## src/rtl/riscv_fetch_ctrl_if.sv

```systemverilog
// Fetch-controller bus bundle: redirect from execute, imem request/response
// channels and the instruction stream handed to decode.
interface riscv_fetch_ctrl_if #(
    parameter int unsigned WORD_LENGTH = 32
);
    logic                   redirect_valid;
    logic [WORD_LENGTH-1:0] redirect_target;
    logic                   imem_req_valid;
    logic                   imem_req_ready;
    logic [WORD_LENGTH-1:0] imem_req_addr;
    logic                   imem_rsp_valid;
    logic [WORD_LENGTH-1:0] imem_rsp_data;
    logic                   inst_valid;
    logic                   inst_ready;
    logic [WORD_LENGTH-1:0] inst_data;
    logic [WORD_LENGTH-1:0] inst_pc;

    // Fetch controller side
    modport master (
        input  redirect_valid, redirect_target, imem_req_ready,
               imem_rsp_valid, imem_rsp_data, inst_ready,
        output imem_req_valid, imem_req_addr, inst_valid, inst_data, inst_pc
    );

    // Environment side: execute, imem and decode
    modport slave (
        output redirect_valid, redirect_target, imem_req_ready,
               imem_rsp_valid, imem_rsp_data, inst_ready,
        input  imem_req_valid, imem_req_addr, inst_valid, inst_data, inst_pc
    );
endinterface

```

## src/rtl/riscv_fetch_ctrl.sv

```systemverilog
// Instruction-fetch sequencer. Owns the fetch PC, keeps at most one imem
// request outstanding, buffers returned words in a 2-entry FIFO for decode
// and squashes anything made stale by a redirect from execute.
module riscv_fetch_ctrl #(
    parameter int unsigned             WORD_LENGTH = 32,
    parameter int unsigned             PC_OFFSET   = 4,
    parameter logic [WORD_LENGTH-1:0]  RESET_PC    = '0
) (
    input  logic               clk,
    input  logic               x_reset,
    riscv_fetch_ctrl_if.master bus
);
    localparam int unsigned W = WORD_LENGTH;

    // REQ: may issue; WAIT: one response due; DRAIN: due response is stale
    typedef enum logic [1:0] {S_REQ, S_WAIT, S_DRAIN} state_t;

    state_t         state, state_nxt;
    logic [W-1:0]   fetch_pc;
    logic [W-1:0]   req_pc;
    logic [W-1:0]   fifo_pc   [2];
    logic [W-1:0]   fifo_data [2];
    logic           rd_ptr, wr_ptr;
    logic [1:0]     count;
    logic           outstanding, space, accept, push, pop, redirect, rsp;
    logic [W-1:0]   target_aligned;

    assign redirect       = bus.redirect_valid;
    assign rsp            = bus.imem_rsp_valid;
    // Low two bits of the target are forced to zero (word-aligned fetch)
    assign target_aligned = bus.redirect_target & ~W'(3);
    assign outstanding    = (state != S_REQ);
    // count + outstanding < 2; the sum never exceeds 3 so 2 bits suffice
    assign space          = (count + {1'b0, outstanding}) < 2'd2;
    assign accept         = bus.imem_req_valid & bus.imem_req_ready;
    assign pop            = bus.inst_valid & bus.inst_ready;
    // A response landing in the redirect cycle belongs to the old path
    assign push           = (state == S_WAIT) & rsp & ~redirect;

    // Next-state selection and request/decode-facing outputs
    always_comb begin
        state_nxt          = state;
        // Valid is forced low while reset is held so nothing leaks out
        bus.imem_req_valid = x_reset & (state == S_REQ) & space;
        bus.imem_req_addr  = fetch_pc;
        bus.inst_valid     = (count != 2'd0);
        bus.inst_data      = fifo_data[rd_ptr];
        bus.inst_pc        = fifo_pc[rd_ptr];
        case (state)
            S_REQ:   if (accept) state_nxt = redirect ? S_DRAIN : S_WAIT;
            S_WAIT:  if (rsp) state_nxt = S_REQ;
                     else if (redirect) state_nxt = S_DRAIN;
            S_DRAIN: if (rsp) state_nxt = S_REQ;
            default: state_nxt = S_REQ;
        endcase
    end

    // State, PC and FIFO occupancy registers
    always_ff @(posedge clk or negedge x_reset) begin
        if (!x_reset) begin
            state    <= S_REQ;
            fetch_pc <= RESET_PC;
            req_pc   <= RESET_PC;
            rd_ptr   <= 1'b0;
            wr_ptr   <= 1'b0;
            count    <= 2'd0;
        end else begin
            state <= state_nxt;
            if (accept) req_pc <= fetch_pc;
            if (redirect)    fetch_pc <= target_aligned;
            else if (accept) fetch_pc <= fetch_pc + W'(PC_OFFSET);
            // Flush drops everything; a pop in the flush cycle has already
            // been seen by decode, so it needs no special handling
            if (redirect) begin
                rd_ptr <= 1'b0;
                wr_ptr <= 1'b0;
                count  <= 2'd0;
            end else begin
                rd_ptr <= rd_ptr ^ pop;
                wr_ptr <= wr_ptr ^ push;
                count  <= count + {1'b0, push} - {1'b0, pop};
            end
        end
    end

    // FIFO storage; contents are qualified by count so no reset is needed
    always_ff @(posedge clk) begin
        if (push) begin
            fifo_pc[wr_ptr]   <= req_pc;
            fifo_data[wr_ptr] <= bus.imem_rsp_data;
        end
    end
endmodule

```

## src/flat_wrapper.sv

```systemverilog
// flat-port wrapper written by rule: the top's interface ports become plain ports
module riscv_fetch_ctrl_flat 
#(
    parameter int unsigned             WORD_LENGTH = 32,
    parameter int unsigned             PC_OFFSET   = 4,
    parameter logic [WORD_LENGTH-1:0]  RESET_PC    = '0
)
  (clk, x_reset, bus_redirect_valid, bus_redirect_target, bus_imem_req_ready, bus_imem_rsp_valid, bus_imem_rsp_data, bus_inst_ready, bus_imem_req_valid, bus_imem_req_addr, bus_inst_valid, bus_inst_data, bus_inst_pc);
  riscv_fetch_ctrl_if #(.WORD_LENGTH(WORD_LENGTH)) bus_i ();
  input  logic clk;
  input  logic x_reset;
  input wire logic [$bits(bus_i.redirect_valid)-1:0] bus_redirect_valid;
  input wire logic [$bits(bus_i.redirect_target)-1:0] bus_redirect_target;
  input wire logic [$bits(bus_i.imem_req_ready)-1:0] bus_imem_req_ready;
  input wire logic [$bits(bus_i.imem_rsp_valid)-1:0] bus_imem_rsp_valid;
  input wire logic [$bits(bus_i.imem_rsp_data)-1:0] bus_imem_rsp_data;
  input wire logic [$bits(bus_i.inst_ready)-1:0] bus_inst_ready;
  output wire logic [$bits(bus_i.imem_req_valid)-1:0] bus_imem_req_valid;
  output wire logic [$bits(bus_i.imem_req_addr)-1:0] bus_imem_req_addr;
  output wire logic [$bits(bus_i.inst_valid)-1:0] bus_inst_valid;
  output wire logic [$bits(bus_i.inst_data)-1:0] bus_inst_data;
  output wire logic [$bits(bus_i.inst_pc)-1:0] bus_inst_pc;
  assign bus_i.redirect_valid = bus_redirect_valid;
  assign bus_i.redirect_target = bus_redirect_target;
  assign bus_i.imem_req_ready = bus_imem_req_ready;
  assign bus_i.imem_rsp_valid = bus_imem_rsp_valid;
  assign bus_i.imem_rsp_data = bus_imem_rsp_data;
  assign bus_i.inst_ready = bus_inst_ready;
  assign bus_imem_req_valid = bus_i.imem_req_valid;
  assign bus_imem_req_addr = bus_i.imem_req_addr;
  assign bus_inst_valid = bus_i.inst_valid;
  assign bus_inst_data = bus_i.inst_data;
  assign bus_inst_pc = bus_i.inst_pc;
  riscv_fetch_ctrl #(.WORD_LENGTH(WORD_LENGTH), .PC_OFFSET(PC_OFFSET), .RESET_PC(RESET_PC)) u_core (.clk(clk), .x_reset(x_reset), .bus(bus_i));
endmodule
```

## config.mk

```make
export PLATFORM = sky130hd
export DESIGN_NAME = riscv_fetch_ctrl_flat
export DESIGN_NICKNAME = d
export VERILOG_FILES = /design/src/rtl/riscv_fetch_ctrl_if.sv /design/src/rtl/riscv_fetch_ctrl.sv /design/src/flat_wrapper.sv
export SDC_FILE = /design/constraint.sdc
export NUM_CORES = 1
export LEC_CHECK = 0
export CORE_UTILIZATION = 35
export DETAILED_ROUTE_END_ITERATION = 7
export PLACE_DENSITY = 0.65
export SETUP_SLACK_MARGIN = 0.1
export SLEW_MARGIN = 20
export SYNTH_ARGS = -nofsm -noshare
export SYNTH_HDL_FRONTEND = slang
export SYNTH_SLANG_ARGS = --single-unit
```

## constraint.sdc

```tcl
create_clock -name clk -period 3.8 [get_ports clk]
set_clock_uncertainty 0.15 [all_clocks]
set_input_delay 0.38 -clock clk [delete_from_list [all_inputs] [get_ports clk]]
set_output_delay 0.38 -clock clk [all_outputs]
set_load 0.01 [all_outputs]
```

### Word level (Yosys, flattened, before mapping)

Memory sizes are Yosys's and may differ from the RTL's.
Cells that the tools add are included.

| operators by class | value |
|---|---|
| $lt $le $gt $ge | 1 |
| bitwise operators | 9 |
| mux-type cells | 13 |
| $add $sub $neg | 4 |
| reduce and logical (&&, ||, !) cells | 5 |
| equality and inequality tests | 5 |

Operator list:

| kind | number |
|---|---|
| $mux W32 | 2 |
| $add A32 B3 Y32 const B | 1 |
| $mux W2 | 6 |
| $and A1 B1 Y1 | 6 |
| $pmux W2 S3 | 1 |
| $reduce_bool A2 Y1 | 3 |
| $add A2 B1 Y2 | 2 |
| $mux W1 | 4 |
| $ne A3 B3 Y1 const B | 1 |
| $reduce_and A3 Y1 | 1 |
| $eq A2 B1 Y1 const B | 1 |
| $eq A2 B2 Y1 const B | 1 |
| $logic_not A2 Y1 | 1 |
| $lt A2 B2 Y1 const B | 1 |
| $ne A2 B1 Y1 const B | 1 |
| $ne A2 B2 Y1 const B | 1 |
| $sub A2 B1 Y2 | 1 |
| $xor A1 B1 Y1 | 2 |
| $not A1 Y1 | 1 |

| word-level totals | value |
|---|---|
| output and inout port bits | 98 |
| RAM bits | 128 |
| flip-flop bits (word level) | 70 |
| memories kept | 2 |
| logic and storage cells | 45 |

Memories:

| memory | depth | width | rd ports | clocked after memory_dff | wr ports | line | source |
|---|---|---|---|---|---|---|---|
| u_core.fifo_data | 2 | 32 | 1 | 0 | 1 | riscv_fetch_ctrl.sv:22 | `logic [W-1:0] fifo_data [2];` |
| u_core.fifo_pc | 2 | 32 | 1 | 0 | 1 | riscv_fetch_ctrl.sv:21 | `logic [W-1:0] fifo_pc [2];` |

### Longest topological paths before layout

| depth | value |
|---|---|
| depth after elaboration | 7 |
| gate-level depth with buffers | 8 |
| gate-level depth less buffers | 7 |

### Worst setup path before layout

Ideal clock, no wire load.

| timing path | value |
|---|---|
| path kind | input to register |
| start point | input port bus_redirect_valid |
| end point | memory u_core.fifo_data[1][0] (netlist name), enable pin |
| data required time | 3.223 ns |
| arrival time | 2.800 ns |
| path slack | 0.423 ns |
| setup time | 0.427 ns |
| path buffers | 2 |
| stages | 4 |
| cells stage by stage | clkbuf_1 -> clkbuf_1 -> nor4bb_1 -> ha_1 |

| on the way | value |
|---|---|
| longest elaborated chain between the ends | 4 |

Ends and longest elaborated chain:

| item | line | source |
|---|---|---|
| from (decl) | flat_wrapper.sv:12 | `input wire logic [$bits(bus_i.redirect_valid)-1:0] bus_redirect_valid;` |
| $not A1 Y1 | riscv_fetch_ctrl.sv:38 | `assign push = (state == S_WAIT) & rsp & ~redirect;` |
| $and A1 B1 Y1 | riscv_fetch_ctrl.sv:38 |  |
| $mux W1 | riscv_fetch_ctrl.sv:88 | `if (push) begin` |
| $mux W1 (not written as such) | riscv_fetch_ctrl.sv:90 | `fifo_data[wr_ptr] <= bus.imem_rsp_data;` |
| to (decl) | riscv_fetch_ctrl.sv:22 |  |

No other way between the ends.

### Worst setup path in the final report

| timing path | value |
|---|---|
| start point | register u_core.rd_ptr |
| end point | output port bus_inst_pc[27] |

| on the way | value |
|---|---|
| longest elaborated chain between the ends | 1 |

Ends and longest elaborated chain:

| item | line | source |
|---|---|---|
| from (decl) | riscv_fetch_ctrl.sv:23 | `logic rd_ptr, wr_ptr;` |
| from (signal assigned) | riscv_fetch_ctrl.sv:79 | `rd_ptr <= rd_ptr ^ pop;` |
| $mem_v2 Z2 W32 | - |  |
| to (decl) | flat_wrapper.sv:22 | `output wire logic [$bits(bus_i.inst_pc)-1:0] bus_inst_pc;` |

No other way between the ends.

==> results.txt <==
----------------------------------------------------
[Timing]
  Final Hold Viols ... 0
  Unrepaired setup endpoints after global routing ... false
  Number of setup violations in the final report ... 0
  Setup slack after layout ... 0.7503 ns
  Slew at the pin closest to its max-slew limit ... 0.8638 ns
  Shortest clock period the worst path allows after layout ... 3.050 ns
  Post-route fraction of the period consumed by the critical path ... 80.26%
  Max-slew headroom ... 42.42%
  Setup TNS ... 0 ns
  Worst hold slack across all endpoints ... 0.04728 ns
  Max-slew violations ... 0
  Max Fclk ... 327.9 MHz

[Logic synthesis]
  Count of state elements after synthesis ... 190
  Top-count cell post-synth ... edfxtp_1
  Number of warnings reported in the yosys synthesis log ... 0
  Post-Syn Area ... 7885 um^2
  Cells after synthesis ... 527
  List of most frequent post-synthesis cells ... edfxtp_1, mux2_2, dfrtp_1
  Number of enable-type register cells in the synthesized netlist ... 124
  Number of different library cells in the post-synthesis netlist ... 49
  Synth top area share ... 47.22%
  Primary FF master, synth ... edfxtp_1
  Average footprint of a synthesized cell ... 14.96 um^2
  Sequential-to-total area share from yosys stat ... 68.17%
  Cell type contributing the most total cell area after synthesis ... edfxtp_1
  Ys async rst share ... 34.74%
  Dominant cells by area after synthesis ... edfxtp_1, dfrtp_1, mux2_2, nand2_1, a31oi_1

[Setup path]
  Worst setup path start ... u_core.rd_ptr$_DFF_PN0_
  Critical Path RT ... 3.27 ns
  Kind of launch point of the worst setup path ... register
  Kind of end point of the critical path ... output port
  Reg-to-Reg Start ... u_core.count[1]$_DFF_PN0_
  Crit path DAT ... 2.52 ns
  Critical path type ... reg -> out
  Crit-path max FO ... 36

[Floorplan]
  Die height ... 152.1 um
  Std-Cell Core Area ... 21960 um^2
  Boundary pin count ... 168
  Row Count ... 54
  Die area ... 23130 um^2
  Die span in x ... 152.1 um
  Starting Density ... 35.91%

[GRT]
  Wire length of the first global-routing pass ... 28.77 mm
  Via count of the first global-routing pass ... 5188
  Met2 GRT Util ... 26.96%
  Met1 Use GR ... 20.88%
  Most Used Layer, Global Route ... met2
  GR Layer Usage met3 ... 3.822%
  Largest net degree at the start of global routing ... 67
  Initial antenna violation count ... 0
  All-layer global routing usage ... 16.30%
  GRT Residual Overflow ... 0

[Drt]
  Number of iterations in the first detailed-routing pass ... 7
  WL/cell ... 18.27 um
  Average vias per placed instance ... 5.031
  Routed WL ... 17.93 mm
  DRT iter0 DRCs ... 365
  Detailed-route via count ... 4935
  Antenna viol nets, final ... 0
  Post-route DRC violation count ... 28

[Power]
  Peak VDD IR ... 209.6 uV
  Final Power ... 5.838 mW
  Leakage ... 3.685 nW
  Pwr dens ... 561.1 nW/um^2

[Finish]
  Proportion of layout cells with a drive suffix above 1 ... 19.83%
  Final cell area excluding filler cells ... 10410 um^2
  Count of nets after finishing ... 763
  Non-Filler Instances ... 981
  Post-Route Utilization ... 47.38%
  Layout-stage area growth over the synthesis result ... 31.96%
  Number of diodes added for antenna fixing ... 0

[CTS]
  Insertion delay to the later sink of the worst-skew pair ... 0.42 ns
  Number of buffers inserted during clock tree synthesis ... 17
  Post-CTS Setup Inserts ... 0
  CTS root buffer ... clkbuf_16
  Sinks on Clock Net ... 190
  Clock edge transition at the registers on the reported setup and hold paths ... 0.06 ns
  Clock tree from TritonCTS ... built
  Post-CTS sizing ... 0
  Clock H-tree levels ... 4
  CTS hold repair buffers ... 0
  Maximum root-to-sink buffer count ... 2

[Placement]
  Placed wire-length estimate after detailed placement ... 12.01 mm
  Cells after DPL ... 949
  DP Area ... 9839 um^2
  Worst setup slack after placement ... 1.067 ns
  Gpl congestion ... 0.7462
  Port Buffers ... 161

[Run]
  Max_cap viols ... 0

[Hold path]
  Worst min-delay path category ... in -> async

[Run status]
  Violated checks ... design-rule violations
  Result of the run ... finished with violations

----------------------------------------------------
-- worst paths after layout --
check / cells after the start / to / slack (ns)
min in group clk: 0 / u_core.fifo_pc[0][13]$_DFFE_PP_ / 0.32
worst max register to register: 5 / u_core.bus.imem_req_addr[19]$_DFFE_PN0P_ / 1.23
worst max-delay path: 3 / bus_inst_pc[27] / 0.75
max in group asynchronous: 2 / u_core.rd_ptr$_DFF_PN0_ / 2.87
worst min register to register: 0 / u_core.fifo_pc[0][13]$_DFFE_PP_ / 0.32
worst min-delay path: 2 / u_core.count[1]$_DFF_PN0_ / 0.05
-- logic make-up (layout without fill, tap and decap cells) --
kind of cell    after synthesis  after routing  synth area share [%]
mux                          89             89                 12.69
other cells                   1              4               0.04756
compound gates               57             57                 4.745
fa+ha+maj                     5              5                0.7934
buf+inv                      41            212                 2.460
simple gates                133            133                 9.870
flops                       190            190                 68.17
xor+xnor                     11             11                 1.222
-- worst max-delay path, stage by stage (launching register included) --
cell and delay [ns]:
dfrtp_2 0.88, buf_12 0.32, mux2_2 0.37, clkdlybuf4s50_1 0.50
-- registers in the layout, summed over array words and instances, names as in the netlist --
register,flops
u_core.bus.imem_req_addr,30
u_core.rd_ptr,1
u_core.wr_ptr,1
u_core.count,2
u_core.fifo_data,64
u_core.state,2
u_core.fifo_pc,60
u_core.req_pc,30
-- layer usage --
metal	up-vias	share of wire (%)
met1	2437	44
li1	2316	-
met5	-	0
met3	20	5.4
met2	162	49
met4	0	1.9
-- cells in the final DEF (no fill, tap or decap), drive strengths merged, types with 10 or more instances in the layout --
master,count
a31oi,16
clkdlybuf4s50,160
or4,10
nor2,25
edfxtp,124
o21ai,17
nand4,17
clkbuf,25
mux2,88
nand2,29
inv,13
nand3,13
dfrtp,66
-- final cells by class --
type                       count  area (um^2)
clock inverter                 7        47.55
tap                          280        350.3
multi-input combinational    299         2355
fill                        1910        11550
timing repair buffer         169         1704
clock buffer                  25        518.0
sequential                   190         5376
inverter                      11        53.80
-- power breakdown --
part	switching [mW]	internal (mW)
sequential	0.248	2.53
clock	0.738	0.954
combinational	0.550	0.817
total	1.54	4.30
(Power assumes the default switching activity.)
